`config.mk`:
```
export PLATFORM = sky130hd
export DESIGN_NAME = event_handshake_seq
export DESIGN_NICKNAME = d
export VERILOG_FILES = /design/src/rtl/event_seq_pkg.sv /design/src/rtl/event_seq_chan.sv /design/src/rtl/event_handshake_seq.sv
export SDC_FILE = /design/constraint.sdc
export NUM_CORES = 1
export LEC_CHECK = 0
export ABC_CLOCK_PERIOD_IN_PS = 2900
export BUFFER_PORTS_ARGS = -buffer_cell sky130_fd_sc_hd__buf_2
export CORE_ASPECT_RATIO = 1.25
export CORE_MARGIN = 3
export CORE_UTILIZATION = 61
export CTS_CLUSTER_DIAMETER = 120
export CTS_CLUSTER_SIZE = 20
export DETAILED_ROUTE_END_ITERATION = 6
export GPL_TIMING_DRIVEN = 0
export PLACE_DENSITY = 0.83
export SLEW_MARGIN = 5
export SYNTH_ARGS = -nofsm -noshare
export SYNTH_HDL_FRONTEND = slang
export SYNTH_SLANG_ARGS = --single-unit
```
`constraint.sdc`:
```
create_clock -name clk -period 2.9 [get_ports clk]
set_input_delay 0.87 -clock clk [delete_from_list [all_inputs] [get_ports clk]]
set_output_delay 0.87 -clock clk [all_outputs]
set_load 0.01 [all_outputs]
```
`src/rtl/event_seq_pkg.sv`:
```
// rtl/event_seq_pkg.sv - shared state encodings and width helpers for the event handshake sequencer
package event_seq_pkg;

  typedef enum logic [2:0] {
    IDLE,
    ARM,
    FIRE,
    WAIT_E2,
    DONE
  } prod_state_e;

  typedef enum logic [1:0] {
    C_IDLE,
    C_WAIT,
    C_ACK
  } cons_state_e;

  function automatic int round_w(input int rounds);
    return $clog2(rounds + 1);
  endfunction

  // The delay counter holds ACK_DELAY-2 at most; keep at least one bit.
  function automatic int dly_w(input int ack_delay);
    return (ack_delay <= 2) ? 1 : $clog2(ack_delay);
  endfunction

endpackage

```
`src/rtl/event_seq_chan.sv`:
```
// rtl/event_seq_chan.sv - one channel: producer/consumer FSMs, value v and strobe register
module event_seq_chan
  import event_seq_pkg::*;
#(
  parameter int DATA_W    = 8,
  parameter int ROUNDS    = 3,
  parameter int ACK_DELAY = 1
) (
  input  logic              clk,
  input  logic              rst_n,
  input  logic              start_i,
  input  logic              abort_i,
  input  logic              en_i,
  output logic              e1_o,
  output logic              e2_o,
  output logic              strobe_vld_o,
  output logic [DATA_W-1:0] strobe_val_o,
  output logic              complete_o
);

  localparam int RW = round_w(ROUNDS);
  localparam int DW = dly_w(ACK_DELAY);
  localparam logic [RW-1:0] ROUNDS_L = RW'(ROUNDS);
  localparam logic [DW-1:0] DLY_LOAD = (ACK_DELAY >= 2) ? DW'(ACK_DELAY - 2) : '0;

  prod_state_e       p_state_q, p_state_d;
  cons_state_e       c_state_q, c_state_d;
  logic [RW-1:0]     rounds_q, rounds_d;
  logic [DW-1:0]     cnt_q, cnt_d;
  logic              en_q, en_d;
  logic [DATA_W-1:0] v_q, v_d;
  logic              strobe_vld_q, strobe_vld_d;
  logic [DATA_W-1:0] strobe_val_q, strobe_val_d;
  logic              last_round;

  assign last_round = (rounds_q == ROUNDS_L);

  always_ff @(posedge clk or negedge rst_n) begin
    if (!rst_n) begin
      p_state_q    <= IDLE;
      c_state_q    <= C_IDLE;
      rounds_q     <= '0;
      cnt_q        <= '0;
      en_q         <= 1'b0;
      v_q          <= '0;
      strobe_vld_q <= 1'b0;
      strobe_val_q <= '0;
    end else begin
      p_state_q    <= p_state_d;
      c_state_q    <= c_state_d;
      rounds_q     <= rounds_d;
      cnt_q        <= cnt_d;
      en_q         <= en_d;
      v_q          <= v_d;
      strobe_vld_q <= strobe_vld_d;
      strobe_val_q <= strobe_val_d;
    end
  end

  always_comb begin
    p_state_d    = p_state_q;
    c_state_d    = c_state_q;
    rounds_d     = rounds_q;
    cnt_d        = cnt_q;
    en_d         = en_q;
    v_d          = v_q;
    strobe_vld_d = 1'b0;
    strobe_val_d = strobe_val_q;

    if (start_i) begin
      en_d      = en_i;
      rounds_d  = '0;
      c_state_d = C_IDLE;
      if (en_i) begin
        p_state_d = ARM;
        v_d       = '0;
      end else begin
        p_state_d = IDLE;
      end
    end else begin
      // The consumer's update lands even in an aborted e1 cycle; only the pulses are cancelled.
      if (p_state_q == FIRE) begin
        v_d = v_q + DATA_W'(1);
      end
      if (abort_i) begin
        p_state_d = IDLE;
        c_state_d = C_IDLE;
      end else begin
        case (p_state_q)
          ARM: p_state_d = FIRE;
          FIRE: begin
            p_state_d    = WAIT_E2;
            rounds_d     = rounds_q + RW'(1);
            strobe_vld_d = 1'b1;
            strobe_val_d = v_q + DATA_W'(1);
          end
          WAIT_E2: begin
            if (c_state_q == C_ACK) begin
              p_state_d = last_round ? DONE : FIRE;
            end
          end
          default: ;
        endcase

        case (c_state_q)
          C_IDLE: begin
            if (p_state_q == FIRE) begin
              if (ACK_DELAY == 1) begin
                c_state_d = C_ACK;
              end else begin
                c_state_d = C_WAIT;
                cnt_d     = DLY_LOAD;
              end
            end
          end
          C_WAIT: begin
            if (cnt_q == '0) begin
              c_state_d = C_ACK;
            end else begin
              cnt_d = cnt_q - DW'(1);
            end
          end
          default: c_state_d = C_IDLE;
        endcase
      end
    end
  end

  assign e1_o         = (p_state_q == FIRE);
  assign e2_o         = (c_state_q == C_ACK);
  assign strobe_vld_o = strobe_vld_q;
  assign strobe_val_o = strobe_val_q;
  // Reports completion one cycle early so the top can raise done_o as the last e2 ends.
  assign complete_o   = ~en_q | (p_state_q == DONE) |
                        ((p_state_q == WAIT_E2) & (c_state_q == C_ACK) & last_round);

endmodule

```
`src/rtl/event_handshake_seq.sv`:
```
// rtl/event_handshake_seq.sv - multi-channel event handshake sequencer top; EVT_STROBE_LOG_EN enables $strobe logging
module event_handshake_seq
  import event_seq_pkg::*;
#(
  parameter int NUM_CH    = 2,
  parameter int DATA_W    = 8,
  parameter int ROUNDS    = 3,
  parameter int ACK_DELAY = 1
) (
  input  logic                     clk,
  input  logic                     rst_n,
  input  logic                     start_i,
  input  logic                     abort_i,
  input  logic [NUM_CH-1:0]        ch_en_i,
  output logic [NUM_CH-1:0]        e1_o,
  output logic [NUM_CH-1:0]        e2_o,
  output logic [NUM_CH-1:0]        strobe_vld_o,
  output logic [NUM_CH*DATA_W-1:0] strobe_val_o,
  output logic                     busy_o,
  output logic                     done_o
);

  logic              busy_q, busy_d;
  logic              done_q, done_d;
  logic              accept;
  logic              abort_act;
  logic              all_complete;
  logic [NUM_CH-1:0] complete;

  assign accept       = start_i & ~busy_q & ~abort_i;
  assign abort_act    = abort_i & busy_q;
  assign all_complete = &complete;

  always_ff @(posedge clk or negedge rst_n) begin
    if (!rst_n) begin
      busy_q <= 1'b0;
      done_q <= 1'b0;
    end else begin
      busy_q <= busy_d;
      done_q <= done_d;
    end
  end

  always_comb begin
    busy_d = busy_q;
    done_d = done_q;
    if (accept) begin
      busy_d = 1'b1;
      done_d = 1'b0;
    end else if (abort_act) begin
      busy_d = 1'b0;
      done_d = 1'b0;
    end else if (busy_q && all_complete) begin
      busy_d = 1'b0;
      done_d = 1'b1;
    end
  end

  for (genvar c = 0; c < NUM_CH; c++) begin : g_ch
    event_seq_chan #(
      .DATA_W   (DATA_W),
      .ROUNDS   (ROUNDS),
      .ACK_DELAY(ACK_DELAY)
    ) u_chan (
      .clk         (clk),
      .rst_n       (rst_n),
      .start_i     (accept),
      .abort_i     (abort_act),
      .en_i        (ch_en_i[c]),
      .e1_o        (e1_o[c]),
      .e2_o        (e2_o[c]),
      .strobe_vld_o(strobe_vld_o[c]),
      .strobe_val_o(strobe_val_o[c*DATA_W +: DATA_W]),
      .complete_o  (complete[c])
    );

`ifdef EVT_STROBE_LOG_EN
    always @(posedge clk) begin
      if (e1_o[c]) $strobe("ch%0d v = %0d", c, strobe_val_o[c*DATA_W +: DATA_W]);
    end
`endif
  end

`ifdef EVT_STROBE_LOG_EN
  logic done_prev_q;
  always @(posedge clk) begin
    done_prev_q <= done_q;
    if (done_q && !done_prev_q) $write("*-* All Finished *-*\n");
  end
`endif

  assign busy_o = busy_q;
  assign done_o = done_q;

endmodule

```
Word-level counts from Yosys, hierarchy flattened. Index checks and enable logic that the tools add are counted.

Register bits after elaboration: 54. Input bits: 6. Output and inout port bits: 24. Logic and storage cells: 133.

Add/sub/neg operators: 6. Equality and inequality tests: 23. Mux-type cells: 48. Bitwise logic cells: 17. Reductions and logical operators: 21.

Operator list (number): $mux 8 (6); $mux 2 (14); $mux 3 (8); $pmux 3 s3 (2); $reduce_and 2->1 (9); $add 8x1->8 const B (2); $mux 1 (16); $ne 4x3->1 const B (4); $eq 3x2->1 const B (4); $reduce_and 3->1 (4); $reduce_bool 5->1 (2); $eq 2x2->1 const B (4); $ne 4x4->1 const B (2); $pmux 2 s2 (2); $and 1x1->1 (7); $eq 3x1->1 const B (2); $eq 3x3->1 const B (2); $ne 2x2->1 const B (3); $not 1->1 (6); $add 2x1->2 const B (2); $eq 2x1->1 const B (2); $logic_not 2->1 (2); $or 1x1->1 (4); $reduce_bool 2->1 (2); 3 further kinds (4).

Logic depth before layout (Yosys ltp).
Depth in word-level cells: 9. Mapped depth: 7. Mapped depth without buffers: 5.

By module. Synthesis repeated with hierarchy kept, for this count alone.

Cells, all modules: 248. Area, all modules: 2476.1 sq um.

Modules (own cells, without submodules): event_seq_chan (g_ch[0].u_chan) (instances 1, cells an instance 118, area each 1191.1 sq um, sequential area each 600.6 sq um); event_seq_chan (g_ch[1].u_chan) (instances 1, cells an instance 120, area each 1188.6 sq um, sequential area each 600.6 sq um); event_handshake_seq (instances 1, cells an instance 10, area each 96.3 sq um, sequential area each 50.0 sq um).

Least setup slack after synthesis. No wires, ideal clock.

Kind: input port to flip-flop. Start point: in abort_i. End point: reg g_ch[1].u_chan.v_q[7]. Library setup time: 0.118 ns. Arrival: 2.047 ns. Data required time: 2.782 ns. Setup slack: 0.735 ns. Cell stages on the path: 6. Path buffers: 2. Cell sequence: buf_2 or3b_1 buf_6 mux2i_4 o21bai_1 a21o_1.

Word-level cells in the longest chain between the ends: 4. Elaborated cells between the ends (all ways): 6. Classes of those cells: eq/ne (1); mux (1); bitwise (2); reduce/logical (2).

Ends and longest elaborated chain: from (decl) (RTL line event_handshake_seq.sv:13) `input logic abort_i,`; $not 1->1 * (RTL line event_handshake_seq.sv:30) `assign accept = start_i & ~busy_q & ~abort_i;`; $and 1x1->1 * (RTL line event_handshake_seq.sv:30); $ne 2x2->1 (no line) / $reduce_bool 2->1 (equally long branches); $reduce_and 2->1 (no line); to (signal assigned) (RTL line event_seq_chan.sv:54) `v_q <= v_d;`; to (decl) (RTL line event_seq_chan.sv:31) `logic [DATA_W-1:0] v_q, v_d;`.

Mark *: on every way between the ends. The rest lies on a longest branch, timed or not. A chain may end at the register's enable or synchronous reset.

Worst setup path after layout.
Start point: reg g_ch[1].u_chan.p_state_q[0]. End point: out e1_o[1].

Word-level cells in the longest chain between the ends: 1.

Ends and longest elaborated chain: from (decl) (RTL line event_seq_chan.sv:26) `prod_state_e p_state_q, p_state_d;`; from (signal assigned) (RTL line event_seq_chan.sv:49) `p_state_q <= p_state_d;`; $eq 3x2->1 (RTL line event_seq_chan.sv:129) `assign e1_o = (p_state_q == FIRE);`; to (decl) (RTL line event_handshake_seq.sv:15) `output logic [NUM_CH-1:0] e1_o,`.

No other way between the ends.

==> qor.csv <==
metric;value;unit
grt_use_total;21.9;%
setup_viol_count_final;0;
antenna_found_initial;0;
synth_area;2400;um2
avgSynthCellArea;9.84;um2
cts.sinks;50;
num_rows;24;
clock.fmax;400;MHz
wl_per_cell;13.9;um
setup_ws;0.402;ns
final_common_cell;dfrtp_1;
end_kind;output port;
hpwl;3280;um
power_per_cell_area;834;nW/um2
start_util;66.1;%
drive_gt1_share;20.4;%
hold_viol;0;
crit_type;reg2out;
finalCritPeriodShare;86.1;%
synthArstFlopShare;100;%
worst_pin_slew;1.08;ns
regArea;1250;um2
die-height;76.1;um
met1_usage;28.4;%
synth-seq-cells;50;
finalMaxSlewViolations;0;
clk_pin_slew;0.09;ns
relSlewSlack;27.9;%
drt-pass1-iter-count;4;
final_cell_mix;50 x dfrtp_1, 35 x nand2_1, 32 x buf_2, 32 x o21ai_0, 18 x a21oi_1;
h-tree-depth;2;
ir_worst_vdd;0.427;mV
synth_cell_type_count;40;
boundaryPins;30;
cts_tree;done;
p_leak;1.31;nW
power.internal;1.45;mW
post-cts-setup-buffers;0;
viasPerCell;5.52;
preCtsSetupSlack;0.640;ns
synth_top_flop_cell;dfrtp_1;
finalNonFillerCells;332;
dpl.cell_count;324;
use_met2;37.2;%
hold_class;reg2reg;
die_area;4730;um2
maxCapViolCount;0;
ff2ff_setup_slack;1.11;ns
drc;0;
holdBufCountCts;0;
wirelength;4620;um
synth-edff-count;0;
fill_cells;266;
worstPathArrival;1.63;ns
clock_path_buffers;2;
period_needed;2.50;ns
die_w;62.1;um
coreArea;3630;um2
gp_congestion;0.779;
syn_inst;244;
n_antenna_cell;0;
grt.met3_usage;4.72;%
grt_pass1_wl;8490;um
synthTopCellsByArea;dfrtp_1 52%, o21ai_0 6.7%, nand2_1 5.5%;
overflow;0;
io_buffers;28;
drtAntennaViolNets;0;
crit_required;2.03;ns
cts.repair.resized;0;
yosysWarnings;0;
switching_share;36.1;%
layout.nets;289;
synthesis.nets;254;
p_clk_share;20.5;%
outcome;finished clean;
ys_seq_area_share;52.1;%
grt_pass1_vias;1875;
finClkSkew;0.00719;ns
grt-busiest-layer;met2;
seqPwrFrac;44.4;%
fin_tns_setup;0;ns
cp-start-kind;register;
synth_top_area_cell;dfrtp_1;
vias;1831;
worstSkewPairLatency;0.30;ns
pwr-share-comb;35.1;%
drt-initial-drc-count;97;
rsz0062_at_grt;no;
power_switching;0.818;mW
multi_input_area;995;um2
cts_buffers;5;
yosysTopAreaCellShare;52.1;%
cts-root-buf;clkbuf_8;
area_growth;13.1;%
cp_max_fo;7;
grt_max_degree;51;
worst max-delay path, cell delays in order (launching register included):
cell and delay, ns:
dfrtp_1 0.42, or3b_1 0.39, clkbuf_2 0.17, clkinv_2 0.11, buf_4 0.11, buf_2 0.11
state kept, by name, indices dropped and copies added, names as in the netlist:
signal                    flops
g_ch.u_chan.rounds_q          4
g_ch.u_chan.p_state_q         6
g_ch.u_chan.strobe_val_o     16
g_ch.u_chan.c_state_q         2
g_ch.u_chan.strobe_vld_o      2
busy_o                        1
g_ch.u_chan.v_q              16
g_ch.u_chan.en_q              2
done_o                        1
area by class of cell:
cell class / instances / share of cell area, %
clock buffers: 8 / 4.05
well taps: 52 / 2.40
flip-flops and latches: 50 / 46.1
multi-input cells: 165 / 36.6
repair buffers: 28 / 5.16
plain buffers: 15 / 3.68
inverters: 14 / 2.03
worst paths after layout:
| path | startpoint | to | cells past startpoint |
|---|---|---|---|
| min in group asynchronous | rst_n | g_ch[1].u_chan.c_state_q[1] | 1 |
| max in group asynchronous | rst_n | g_ch[1].u_chan.rounds_q[0] | 1 |
| setup reg to reg | g_ch[1].u_chan.p_state_q[0] | g_ch[1].u_chan.v_q[5] | 6 |
| setup / recovery | g_ch[1].u_chan.p_state_q[0] | e1_o[1] | 5 |
| hold reg to reg | g_ch[0].u_chan.strobe_val_o[5] | g_ch[0].u_chan.strobe_val_o[5] | 2 |
| hold / removal | g_ch[0].u_chan.strobe_val_o[5] | g_ch[0].u_chan.strobe_val_o[5] | 2 |
through the flow:
step	hold WS, ns	utilization [%]	area, um2	total power, mW
global route	0.508	74.8	2720	2.45
floorplan	0.439	-	2400	1.57
global placement	0.457	71.7	2610	1.78
detailed placement	0.462	71.7	2610	1.82
CTS	0.486	74.8	2720	2.28
finish	0.483	74.8	2720	2.27
logic make-up after synthesis:
family                     after synthesis  share of synthesized area [%]
adders and majority gates                4                           2.08
AOI/OAI and AO/OA                       68                           15.8
muxes                                    4                           2.81
DFF                                     50                           52.1
and+or+nand+nor                         77                           16.3
xor gates and xnor gates                12                           4.38
buffers and inverters                   29                           6.46
layer usage:
metal / vias up / routed length [um] / part of all wire, %
met5: - / 0 / 0
met4: 0 / 55 / 1.2
met3: 5 / 127 / 2.8
met2: 26 / 2310 / 50
met1: 889 / 2120 / 46
li1: 911 / - / -
synthesized netlist by cell type (2+ instances only):
cell      number
mux2i_4        2
a21oi_1       18
dfrtp_1       50
nand3_1        4
inv_1         12
nand4_1        5
nor3_1         7
o21ai_1        5
o21ai_0       32
or3b_1         3
nor3b_1        2
clkbuf_1       2
buf_4          6
o32ai_1        2
nand3_2        2
nor2_1         6
nand2_1       35
a22o_1         2
clkinv_2       2
a21o_1         3
xnor2_1       10
and3_1         2
nand2b_1       2
ha_1           4
buf_6          2
buf_2          4
xor2_1         2
and2_1         2
or3_1          5
power by group through the flow:
stage          clock (mW)  combinational (mW)  sequential (mW)
2_1_floorplan           0               0.555             1.01
3_3_place_gp            0               0.773             1.01
3_5_place_dp            0               0.799             1.02
4_1_cts             0.474               0.804             1.00
5_1_grt             0.505               0.910             1.04
6_report            0.465               0.796             1.01
Note: power is estimated with default switching activity, not from simulation.
